<file path="src/rtl/traceback_aligner.sv">
// Streaming NW traceback back-end: turns direction symbols into aligned
// character pairs on a valid/ready stream and accumulates a saturating score.
module traceback_aligner #(
  parameter int CH_W     = 3,
  parameter int SCORE_W  = 12,
  parameter int MAX_LEN  = 256,
  parameter int LEN_W    = 9,
  parameter int MATCH    = 1,
  parameter int MISMATCH = -1,
  parameter int GAP_OPEN = -2,
  parameter int GAP_EXT  = -1,
  parameter int AFFINE   = 0,
  parameter logic [CH_W-1:0] DASH = {CH_W{1'b1}}
) (
  input  logic                      clk,
  input  logic                      rst,
  input  logic                      start,
  input  logic                      in_valid,
  output logic                      in_ready,
  input  logic [2:0]                symbol,
  input  logic [CH_W-1:0]           seqA_i,
  input  logic [CH_W-1:0]           seqB_j,
  input  logic                      in_last,
  output logic                      out_valid,
  input  logic                      out_ready,
  output logic [CH_W-1:0]           datoA,
  output logic [CH_W-1:0]           datoB,
  output logic                      out_last,
  output logic signed [SCORE_W-1:0] final_score,
  output logic [LEN_W-1:0]          align_len,
  output logic                      done,
  output logic                      error
);

  typedef enum logic [1:0] {
    S_IDLE, S_RUN, S_DRAIN, S_DONE
  } state_t;

  typedef enum logic [1:0] {
    D_NONE, D_DIAG, D_LEFT, D_UP
  } dir_t;

  localparam int SMAX = 2**(SCORE_W-1) - 1;
  localparam int SMIN = -(2**(SCORE_W-1));

  state_t                      r_state;
  dir_t                        r_prev;
  logic signed [SCORE_W-1:0]   r_score;

  logic                        w_acc;
  logic                        w_ok;
  dir_t                        w_dir;
  logic [CH_W-1:0]             w_a;
  logic [CH_W-1:0]             w_b;
  logic signed [31:0]          w_delta;
  logic signed [31:0]          w_sum;
  logic signed [SCORE_W-1:0]   w_nscore;
  logic [LEN_W-1:0]            w_len_nxt;
  logic                        w_ovf;

  assign in_ready = (r_state == S_RUN) && (!out_valid || out_ready);
  assign w_acc    = in_valid && in_ready;

  always_comb begin
    w_ok    = 1'b1;
    w_dir   = D_NONE;
    w_a     = DASH;
    w_b     = DASH;
    w_delta = '0;
    unique case (1'b1)
      (symbol == 3'b001): begin
        w_dir   = D_DIAG;
        w_a     = seqA_i;
        w_b     = seqB_j;
        w_delta = (seqA_i == seqB_j) ? MATCH : MISMATCH;
      end
      (symbol == 3'b100): begin
        w_dir   = D_LEFT;
        w_b     = seqB_j;
        w_delta = (AFFINE != 0 && r_prev == D_LEFT)
                  ? GAP_EXT : GAP_OPEN;
      end
      (symbol == 3'b010): begin
        w_dir   = D_UP;
        w_a     = seqA_i;
        w_delta = (AFFINE != 0 && r_prev == D_UP)
                  ? GAP_EXT : GAP_OPEN;
      end
      default: w_ok = 1'b0;
    endcase
  end

  // Saturate in 32-bit space, then narrow back to the score width
  always_comb begin
    w_sum = 32'(r_score) + w_delta;
    if (w_sum > SMAX)
      w_nscore = SCORE_W'(SMAX);
    else if (w_sum < SMIN)
      w_nscore = SCORE_W'(SMIN);
    else
      w_nscore = SCORE_W'(w_sum);
  end

  assign w_len_nxt = align_len + 1'b1;
  assign w_ovf     = (w_len_nxt == LEN_W'(MAX_LEN));

  always_ff @(posedge clk or negedge rst) begin
    if (!rst) begin
      r_state     <= S_IDLE;
      r_prev      <= D_NONE;
      r_score     <= '0;
      out_valid   <= 1'b0;
      out_last    <= 1'b0;
      datoA       <= '0;
      datoB       <= '0;
      final_score <= '0;
      align_len   <= '0;
      done        <= 1'b0;
      error       <= 1'b0;
    end else begin
      done <= 1'b0;
      case (r_state)
        S_IDLE: begin
          if (start) begin
            r_state   <= S_RUN;
            r_score   <= '0;
            r_prev    <= D_NONE;
            align_len <= '0;
            error     <= 1'b0;
          end
        end
        S_RUN: begin
          if (out_valid && out_ready)
            out_valid <= 1'b0;
          if (w_acc) begin
            if (w_ok) begin
              datoA     <= w_a;
              datoB     <= w_b;
              out_valid <= 1'b1;
              out_last  <= in_last || w_ovf;
              r_score   <= w_nscore;
              r_prev    <= w_dir;
              align_len <= w_len_nxt;
              if (w_ovf && !in_last)
                error <= 1'b1;
              if (in_last || w_ovf)
                r_state <= S_DRAIN;
            end else begin
              error <= 1'b1;
              if (in_last) begin
                datoA     <= DASH;
                datoB     <= DASH;
                out_valid <= 1'b1;
                out_last  <= 1'b1;
                r_state   <= S_DRAIN;
              end
            end
          end
        end
        S_DRAIN: begin
          if (out_valid && out_ready) begin
            out_valid   <= 1'b0;
            out_last    <= 1'b0;
            final_score <= r_score;
            done        <= 1'b1;
            r_state     <= S_DONE;
          end
        end
        S_DONE: r_state <= S_IDLE;
        default: r_state <= S_IDLE;
      endcase
    end
  end

endmodule

</file>
<file path="config.mk">
export PLATFORM = sky130hd
export DESIGN_NAME = traceback_aligner
export DESIGN_NICKNAME = d
export VERILOG_FILES = /design/src/rtl/traceback_aligner.sv
export SDC_FILE = /design/constraint.sdc
export NUM_CORES = 1
export LEC_CHECK = 0
export ABC_AREA = 1
export CAP_MARGIN = 20
export CORE_ASPECT_RATIO = 2
export CORE_MARGIN = 8
export CORE_UTILIZATION = 40
export DETAILED_ROUTE_END_ITERATION = 6
export GPL_TIMING_DRIVEN = 1
export HOLD_SLACK_MARGIN = 0.08
export SYNTH_ARGS = -nofsm -noshare
export SYNTH_HDL_FRONTEND = slang
export SYNTH_SLANG_ARGS = --single-unit
export TNS_END_PERCENT = 20
</file>
<file path="constraint.sdc">
create_clock -name clk -period 3.8 [get_ports clk]
set_clock_uncertainty 0.1 [all_clocks]
set_input_delay 0.76 -clock clk [delete_from_list [all_inputs] [get_ports clk]]
set_output_delay 0.76 -clock clk [all_outputs]
set_load 0.03 [all_outputs]
</file>
After elaboration in Yosys (flattened, before gate mapping)

Cells that the tools add are included.
Widths: inputs -> output; s select.

Input bits: 15
Word-level logic and storage cells: 93
Flip-flop bits (word level): 45

Equal/unequal tests: 15
Order comparisons: 2
Multiplexer cells: 42
Reductions and logical operators: 22
$add $sub $neg: 2

Operators with widths:

| kind                 | number |
|---|---|
| $pmux 32 s2          | 1 |
| $mux 12              | 5 |
| $add 12x32->32       | 1 |
| $gt 32x12->1 const B | 1 |
| $lt 32x12->1 const B | 1 |
| $mux 32              | 1 |
| $mux 9               | 3 |
| $pmux 12 s2          | 1 |
| $pmux 9 s2           | 1 |
| $mux 1               | 15 |
| $mux 3               | 5 |
| $mux 2               | 6 |
| $reduce_and 4->1     | 3 |
| $add 9x1->9 const B  | 1 |
| $eq 9x9->1 const B   | 1 |
| $ne 2x2->1 const B   | 4 |
| $pmux 2 s4           | 1 |
| $ne 3x2->1 const B   | 2 |
| $pmux 1 s2           | 3 |
| $reduce_bool 2->1    | 3 |
| $reduce_or 2->1      | 3 |
| $reduce_and 5->1     | 1 |
| $eq 2x2->1 const B   | 2 |
| $logic_and 1x1->1    | 4 |
| 12 further kinds     | 14 |

Longest topological paths before layout

Gate-level depths: netlist of run 1.

Depth after elaboration: 10
Gate-level depth with buffers: 25

Worst setup path after synthesis of run 1

No wires, ideal clock.

Kind: input to register
Start point: input port seqA_i[1]
End point: register r_score[1]
Data required time: 3634 ps
Stages: 19
Buffers on the path: 1
Setup time: 66 ps
Arrival time: 4024 ps
Setup slack: -390 ps
Path through: xor2_1 -> o31ai_1 -> nand3_1 -> ha_1 -> a21oi_1 -> nand2_1 -> nand3_1 -> nand3_1 -> inv_1 -> fa_1 -> or2_1 -> nor4_1 -> nand3_1 -> nand2_1 -> buf_2 -> nand2_1 -> nand2_1 -> nand2_1 -> nand2_1

Word-level cells in the longest chain between the ends: 10
Elaborated cells on any way between the ends: 11

Ends and longest elaborated chain:

| item                   | RTL line | text |
|---|---|---|
| start: declaration     | 21       | `input logic [CH_W-1:0] seqA_i,` |
| $eq 3x3->1 (*)         | 75       | `w_delta = (seqA_i == seqB_j) ? MATCH : MISMATCH;` |
| $mux 32 (*)            | 75       |  |
| $pmux 32 s2 (*)        | 70       | `unique case (1'b1)` |
| $add 12x32->32 (*)     | 95       | `w_sum = 32'(r_score) + w_delta;` |
| $lt 32x12->1           | 98       | `else if (w_sum < SMIN)` |
| $mux 12                | 98       |  |
| $mux 12 (*)            | 96       | `if (w_sum > SMAX)` |
| $mux 12 (*)            | 136      | `if (w_ok) begin` |
| $mux 12 (*)            | 135      | `if (w_acc) begin` |
| $pmux 12 s2 (*)        | 122      | `case (r_state)` |
| end signal: assignment | 141      | `r_score <= w_nscore;` |
| end: declaration       | 48       | `logic signed [SCORE_W-1:0] r_score;` |

Every way passes the cells marked *; elsewhere a longest branch is shown, timed or not. The select of a mux whose other input is x is not followed.
A chain may end at the register's enable or synchronous reset.

Worst setup path after layout of run 1

Start point: input port seqA_i[1]
End point: register r_score[4]

The elaborated chain is that of the path after synthesis.

==> results by group, run 1 <==
Worst setup path
  – Worst-path fanout max: 8
  – FF-to-FF Start: r_score[10]
  – Startpoint class of the critical path: primary input
  – Top Family by Delay on Critical Path: simple AND/OR/NAND/NOR gates
  – Critical Path Max Stage Delay: 0.46 ns
  – WP data required: 3.92 ns
  – R2r worst-path depth: 17
  – CP Depth: 25
  – CP bufs+invs: 5
  – Worst setup path endpoint: r_score[4]
  – Reg2Reg Setup Slack: 0.66 ns
  – Critical Path Slowest Stage Cell: fa_1
  – CP Class: primary input to register
  – CP most frequent cell: nand2_2
  – Critical Path AT: 4.11 ns
  – Reg2reg end: r_score[4]
  – Crit path from: seqA_i[1]
  – CP endpoint kind: register

Cells and area
  – ANT cells: 0
  – Post-Layout Inst Area: around 4500 sq um
  – Synthesis-to-layout area growth: 49.15%
  – Layout fillers: 696
  – Layout cell share with drive strength beyond 1: 0.2461
  – Final Net Count: 545

Run
  – Max cap viols: 0

Route
  – DRC: 0
  – Routed Antenna Nets: 0
  – Pre-Repair DR Iteration Count: 4
  – DRT iter0 DRCs: 92
  – DR WL/cell: 13.51 um
  – Via/cell ratio: roughly 4.9
  – WL final: 8.135 mm
  – Via count: 2,965

CTS
  – Worst-path clk slew: around 0.06 ns
  – Worst-skew pair later-pin latency: 0.28 ns
  – Clock root cell: clkbuf_16
  – Hold_buf cts: 0
  – CTS tree: yes
  – H-tree levels: 2
  – Clock Sinks: 45
  – TritonCTS buffer count: 5
  – Worst-case clock buffer depth: 2

Synth
  – Yosys warnings: 0
  – Number of synthesized flops with an enable pin: 0
  – Flops & latches, synth: 45
  – Ys async rst share: 1.000
  – Main synth FF type: dfrtp_1
  – Register area share after synthesis: 0.3730
  – Yosys cell types: 35
  – Synth Area per Inst: approximately 7.3 sq um
  – Syn nets: 449
  – Post-synthesis cell count: 411
  – Synthesized area: 3019 sq um

Timing
  – Worst Tran Pin Value: 0.3248 ns
  – Highest clock rate: 0.2506 GHz
  – Min Tclk post-route: 3.991 ns
  – Period utilization: 1.050
  – RSZ-0062 raised after global routing: true
  – Slew margin rel.: 0.7828
  – Final setup violation count: 11
  – Slew Viols, Final: 0
  – Final Hold Fails: 0
  – Crit path setup slack, layout: -0.1908 ns
  – Total Neg Setup Slack: -1.795 ns

Floorplanning
  – Initial Utilization: 0.4062
  – Die ar.: 10,750 sq um
  – Die W: 77.43 um
  – Die H: 138.9 um
  – Top Ports: 47
  – Rows: 45
  – Core area: 7432 sq um

Global route
  – Global-route wire length before repair: ~14 mm
  – Largest net degree at the start of global routing: 46
  – Met2 usage: 0.2808
  – Grt ovf: 0
  – GRT busiest layer: met2
  – Gr usage total: 0.1515
  – Met3 Use GR: 0.03377
  – Initial antenna violation count: 0
  – Vias in the first global route: 3,054
  – Met1 usage: 0.1564

Pwr
  – Leak: roughly 2.2 nW
  – Psw: 1.497 mW
  – Net Sw Frac: 0.4355
  – Combinational share of power: 0.611
  – Power Dens Cells: approximately 760 nW/um^2
  – Worst IR drop on VDD: 285.5 uV
  – Clock power frac: 0.146
  – Reg power frac: 0.243
  – Cell-internal power: 1.940 mW

Outcome
  – Status: complete, but fails checks
  – Failing checks: setup timing

Place
  – HPWL after DPL: 6.353 mm
  – Dpl cell area: 4105 sq um
  – GP Congestion: 0.8560
  – # port buffers: 46

Hold path
  – Hold WC Path Type: primary input to async pin
-- worst min-delay path by stage --
stage | start | endpoint | slack [ns] | cells after the start
2_1_floorplan | rst | align_len[0] | 0.36 | 0
6_report | rst | final_score[9] | 0.20 | 1
3_3_place_gp | error | error | 0.36 | 2
4_1_cts | final_score[4] | final_score[4] | 0.38 | 2
3_5_place_dp | final_score[4] | final_score[4] | 0.36 | 2
5_1_grt | rst | final_score[8] | 0.20 | 1
-- cell usage after synthesis (6+ instances only) --
cell,number,area (sq um)
nand3_1,24,120.1
ha_1,16,200.2
o22ai_1,6,37.54
fa_1,7,140.1
dfrtp_1,45,1126
a21oi_1,19,95.09
o21ai_1,7,35.03
inv_1,45,168.9
o21ai_0,8,40.04
nand2_1,156,585.6
xor2_1,8,70.07
nor2_1,32,120.1
-- timing repair --
action / 4_1_cts / 5_1_grt
buffers inserted: 5 / 2
resized for setup: 50 / 23
cloned: 1 / 0
setup endpoints to repair: 11 / 11
pin swaps: 25 / 31
-- state kept, by name, indices dropped and copies added (netlist names) --
| register | flops |
|---|---|
| datoB | 3 |
| out_valid | 1 |
| done | 1 |
| datoA | 3 |
| align_len | 9 |
| out_last | 1 |
| error | 1 |
| r_state | 2 |
| r_score | 12 |
| final_score | 12 |
-- power by group through the flow --
| stage | clock network, mW | registers, mW | logic, mW |
|---|---|---|---|
| after floorplan | 0 | 1.03 | 1.07 |
| after global placement | 0 | 0.835 | 1.94 |
| after detailed placement | 0 | 0.845 | 1.98 |
| after CTS | 0.508 | 0.838 | 2.04 |
| after global routing | 0.525 | 0.860 | 2.32 |
| final | 0.501 | 0.835 | 2.10 |
-- routing by layer --
layer  share of wire  wire [um]
met1            0.39       3165
met2            0.55       4479
met3           0.038        310
met4           0.022        180
met5               0          0
-- kinds of logic (layout without fill, tap and decap cells) --
kind of cell             count (synthesis)  count (layout)  synth area share
AND/OR/NAND/NOR                        228             228            0.3117
buffers and inverters                   55             152           0.07377
AO/OA/AOI/OAI                           47              47           0.09117
flip-flops                              45              45            0.3730
adder cells (fa/ha/maj)                 23              23            0.1127
XOR/XNOR                                13              13           0.03771
-- per-stage QoR --
step	hold WS [ns]	total power, mW	setup slack [ns]	std cells	util
2_1_floorplan	0.3644	2.099	-0.07298	411	-
3_3_place_gp	0.3589	2.778	-0.6546	585	0.5524
3_5_place_dp	0.3650	2.820	-0.7974	585	0.5524
4_1_cts	0.3801	3.390	-0.1853	599	0.5886
5_1_grt	0.2043	3.709	-0.4299	602	0.6059
6_report	0.1998	3.437	-0.1908	602	0.6059
-- cell usage in the layout, fill, tap and decap left out, types with 2 or more instances in the layout --
cell type / instances
ha_1: 7
nor2_1: 29
clkbuf_16: 5
xor2_1: 7
inv_4: 3
nand3_4: 3
nor3_1: 2
a21oi_1: 14
buf_12: 5
nand2_2: 16
o22ai_1: 5
clkdlybuf4s15_1: 2
ha_4: 9
nand3_1: 20
o211ai_1: 2
a21oi_4: 3
buf_2: 4
nand4_1: 3
nand3b_1: 2
nor2_2: 4
nand2_1: 139
buf_4: 43
o21ai_0: 8
clkdlybuf4s50_1: 36
xnor2_1: 5
buf_8: 2
fa_1: 6
inv_1: 39
inv_2: 7
a21oi_2: 3
o21ai_1: 7
dfrtp_1: 45
-- area by class of cell --
class                           count  area, sq um  share of cell area
Inverter                           49        191.4             0.04251
Clock inverter                      1        30.03            0.006669
Timing Repair Buffer               95        903.4              0.2006
Sequential cell                    45         1126              0.2501
Multi-Input combinational cell    311         1992              0.4423
Clock buffer                        7        142.6             0.03168
Tap cell                           94        117.6             0.02612
(Power assumes the default switching activity.)
==> run 2: changes to the inputs <==
--- a/config.mk
+++ b/config.mk
@@ -7,12 +7,15 @@
 export LEC_CHECK = 0
 export ABC_AREA = 1
 export CAP_MARGIN = 20
+export CELL_PAD_IN_SITES_DETAIL_PLACEMENT = 0
+export CELL_PAD_IN_SITES_GLOBAL_PLACEMENT = 1
 export CORE_ASPECT_RATIO = 2
 export CORE_MARGIN = 8
-export CORE_UTILIZATION = 40
+export CORE_UTILIZATION = 39
 export DETAILED_ROUTE_END_ITERATION = 6
 export GPL_TIMING_DRIVEN = 1
 export HOLD_SLACK_MARGIN = 0.08
+export PLACE_DENSITY_LB_ADDON = 0.1
 export SYNTH_ARGS = -nofsm -noshare
 export SYNTH_HDL_FRONTEND = slang
 export SYNTH_SLANG_ARGS = --single-unit
==> results by group, run 2 (same netlist as run 1, synthesis figures left out) <==
Global route
  – Initial antenna violation count: 0 (unchanged)
  – Gr usage total: 0.1644 (+0.01289)
  – Vias in the first global route: 3,158 (+3.4%)
  – Largest net degree at the start of global routing: 46 (unchanged)
  – Global-route wire length before repair: 14.37 mm (+5.4%)
  – Grt ovf: 0 (unchanged)

Cells and area
  – Top Registers: final_score: 12 flops, r_score: 12 flops, align_len: 9 flops
  – Layout cell share with drive strength beyond 1: 0.2759 (+0.02987)
  – Most common cell after layout, fill and taps aside: nand2_1
  – Post-Layout Inst Area: 4532 sq um (+0.64%)
  – Final Net Count: 548 (+0.55%)
  – Most frequent cells in the layout: 136 x nand2_1, 46 x buf_4, 45 x dfrtp_1, 37 x inv_1, 36 x clkdlybuf4s50_1
  – ANT cells: 0 (unchanged)
  – Sequential Area: 1126 sq um (unchanged)
  – Layout fillers: 715 (+2.7%)
  – Synthesis-to-layout area growth: 50.10%
  – Multi-input logic area: 2037 sq um (+2.3%)

Route
  – DRC: 0 (unchanged)
  – Via/cell ratio: 4.864 (-1.2%)
  – Pre-Repair DR Iteration Count: 4 (unchanged)
  – DRT iter0 DRCs: 97 (+5.4%)
  – DR WL/cell: 14.45 um (+6.9%)
  – Routed Antenna Nets: 0 (unchanged)
  – WL final: 8.741 mm (+7.4%)
  – Via count: 2,943 (-0.74%)

Timing
  – Crit path setup slack, layout: -0.08324 ns (+0.1076 ns)
  – Min Tclk post-route: 3.883 ns (-0.1076 ns)
  – RSZ-0062 raised after global routing: true
  – Highest clock rate: 0.2575 GHz (+2.8%)
  – Period utilization: 1.022 (-0.02831)
  – Worst Tran Pin Value: 0.5044 ns (+0.1796 ns)
  – Slew Viols, Final: 0 (unchanged)
  – Hold Slack: 0.3062 ns (+0.1064 ns)
  – Final Hold Fails: 0 (unchanged)
  – Final setup violation count: 11 (unchanged)
  – Slew margin rel.: 0.6637 (-0.1191)
  – Total Neg Setup Slack: -0.7083 ns (+1.087 ns)

CTS
  – Clock root cell: clkbuf_16
  – Hold_buf cts: 0 (unchanged)
  – TritonCTS buffer count: 5 (unchanged)
  – H-tree levels: 2 (unchanged)
  – Clock Sinks: 45 (unchanged)
  – Worst-case clock buffer depth: 2 (unchanged)
  – CTS tree: yes
  – Worst-skew pair later-pin latency: 0.30 ns (+0.02 ns)
  – Worst-path clk slew: 0.07 ns (about the same)

Worst setup path
  – Worst path cell trace: buf_8 -> xor2_4 -> o31ai_4 -> nand3_4 -> buf_12 -> ha_4 -> nand2_4 -> nor2_2 -> nand3_2 -> nand3_4 -> a21oi_4 -> fa_1 -> nor2_1 -> nand3_1 -> nor4_2 -> nand3_1 -> nand2_4 -> buf_12 -> nand2_2 -> nand2_1 -> nand2_1 -> nand2_1
  – CP most frequent cell: nand2_1
  – Critical Path Max Stage Delay: 0.48 ns (+0.02 ns)
  – Critical Path Slowest Stage Cell: fa_1
  – Reg2Reg Setup Slack: 0.70 ns (+0.04 ns)
  – Top Family by Delay on Critical Path: simple AND/OR/NAND/NOR gates
  – Critical Path AT: 4.01 ns (-0.10 ns)
  – CP endpoint kind: register
  – CP Class: primary input to register
  – WP data required: 3.93 ns (about the same)
  – Worst-path fanout max: 7 (-1)
  – CP bufs+invs: 3 (-2)
  – Startpoint class of the critical path: primary input

Run
  – Max cap viols: 0 (unchanged)

Pwr
  – Power Dens Cells: 767.0 nW/um^2 (+0.51%)
  – Leak: 2.205 nW (+1.5%)
  – Worst IR drop on VDD: 508.9 uV (+78%)
  – PnR Total Power: 3.476 mW (+1.1%)

Floorplanning
  – Initial Utilization: 0.4002 (-0.006063)
  – Top Ports: 47 (unchanged)
  – Die W: 78.22 um (+1.0%)
  – Core area: 7545 sq um (+1.5%)
  – Rows: 45 (unchanged)
  – Die H: 140.4 um (+1.1%)
  – Die ar.: 10,980 sq um (+2.2%)

Place
  – GP Congestion: 0.8550 (-0.12%)
  – # port buffers: 46 (unchanged)
  – Dpl cell area: 4135 sq um (+0.73%)
  – HPWL after DPL: 6.676 mm (+5.1%)
  – Pre-CTS setup slack: -0.7826 ns (+0.01480 ns)

Outcome
  – Failing checks: setup timing
  – Status: complete, but fails checks

Hold path
  – Hold WC Path Type: primary input to async pin
run 2: cell count changes in the layout (fill, tap and decap cells not counted), moves of 2 or more:
cell | previous run | this run
buf_4 | 43 | 46
inv_2 | 7 | 10
nand2_1 | 139 | 136
a21oi_2 | 3 | 1
a21oi_4 | 3 | 5
clkbuf_2 | 0 | 2
fa_1 | 6 | 4
fa_2 | 1 | 3
inv_1 | 39 | 37
inv_6 | 0 | 2
nand2_4 | 1 | 3
nand3_1 | 20 | 18
nand3_2 | 1 | 3
run 2: where the power goes:
part	internal (mW)	switching (mW)	total, mW	leakage [nW]
logic	0.991	1.18	2.18	1.54
registers	0.666	0.184	0.850	0.593
clock network	0.249	0.201	0.450	0.0708
total	1.91	1.57	3.48	2.21
run 2: worst register-to-register path, delay by kind of cell (launching register included):
family                   cells  cell delay, ns
flip-flops                   1            0.41
AND/OR/NAND/NOR             12            1.34
buffers and inverters        2            0.20
adder cells (fa/ha/maj)      3            0.99
run 2: path summary, 6_finish.rpt:
check                      cells after the start        endpoint            from
max                                           22      r_score[3]       seqB_j[1]
min                                            1     r_score[11]             rst
max reg2reg                                   17      r_score[3]      r_score[0]
min reg2reg                                    2  final_score[5]  final_score[5]
max in group asynchronous                      2        datoB[0]             rst
min in group clk                               2  final_score[5]  final_score[5]
run 2: through the flow:
step                cells  utilization
floorplan             411            -
global placement      589       0.5481
detailed placement    589       0.5481
CTS                   601       0.5842
global route          605       0.6007
finish                605       0.6007
run 2: layout make-up:
cell class                      count  area share
Clock buffer                        5     0.02761
Clock inverter                      3    0.005522
Inverter                           49     0.04169
Multi-Input combinational cell    311      0.4495
Sequential cell                    45      0.2485
Tap cell                           94     0.02595
Timing Repair Buffer               98      0.2013
run 2: routing by layer:
layer	vias up	track usage	wire length, um
met5	-	0	0
met4	0	0.08751	433
met3	26	0.03141	266
met2	57	0.3073	4882
met1	1362	0.1618	3159
li1	1498	-	-
run 2: repair_timing:
| action | 4_1_cts | 5_1_grt |
|---|---|---|
| setup buffers | 2 | 3 |
| resized for setup | 53 | 29 |
| pin swaps | 27 | 16 |
| endpoints found under the setup margin | 11 | 11 |
| cloned | 2 | 0 |
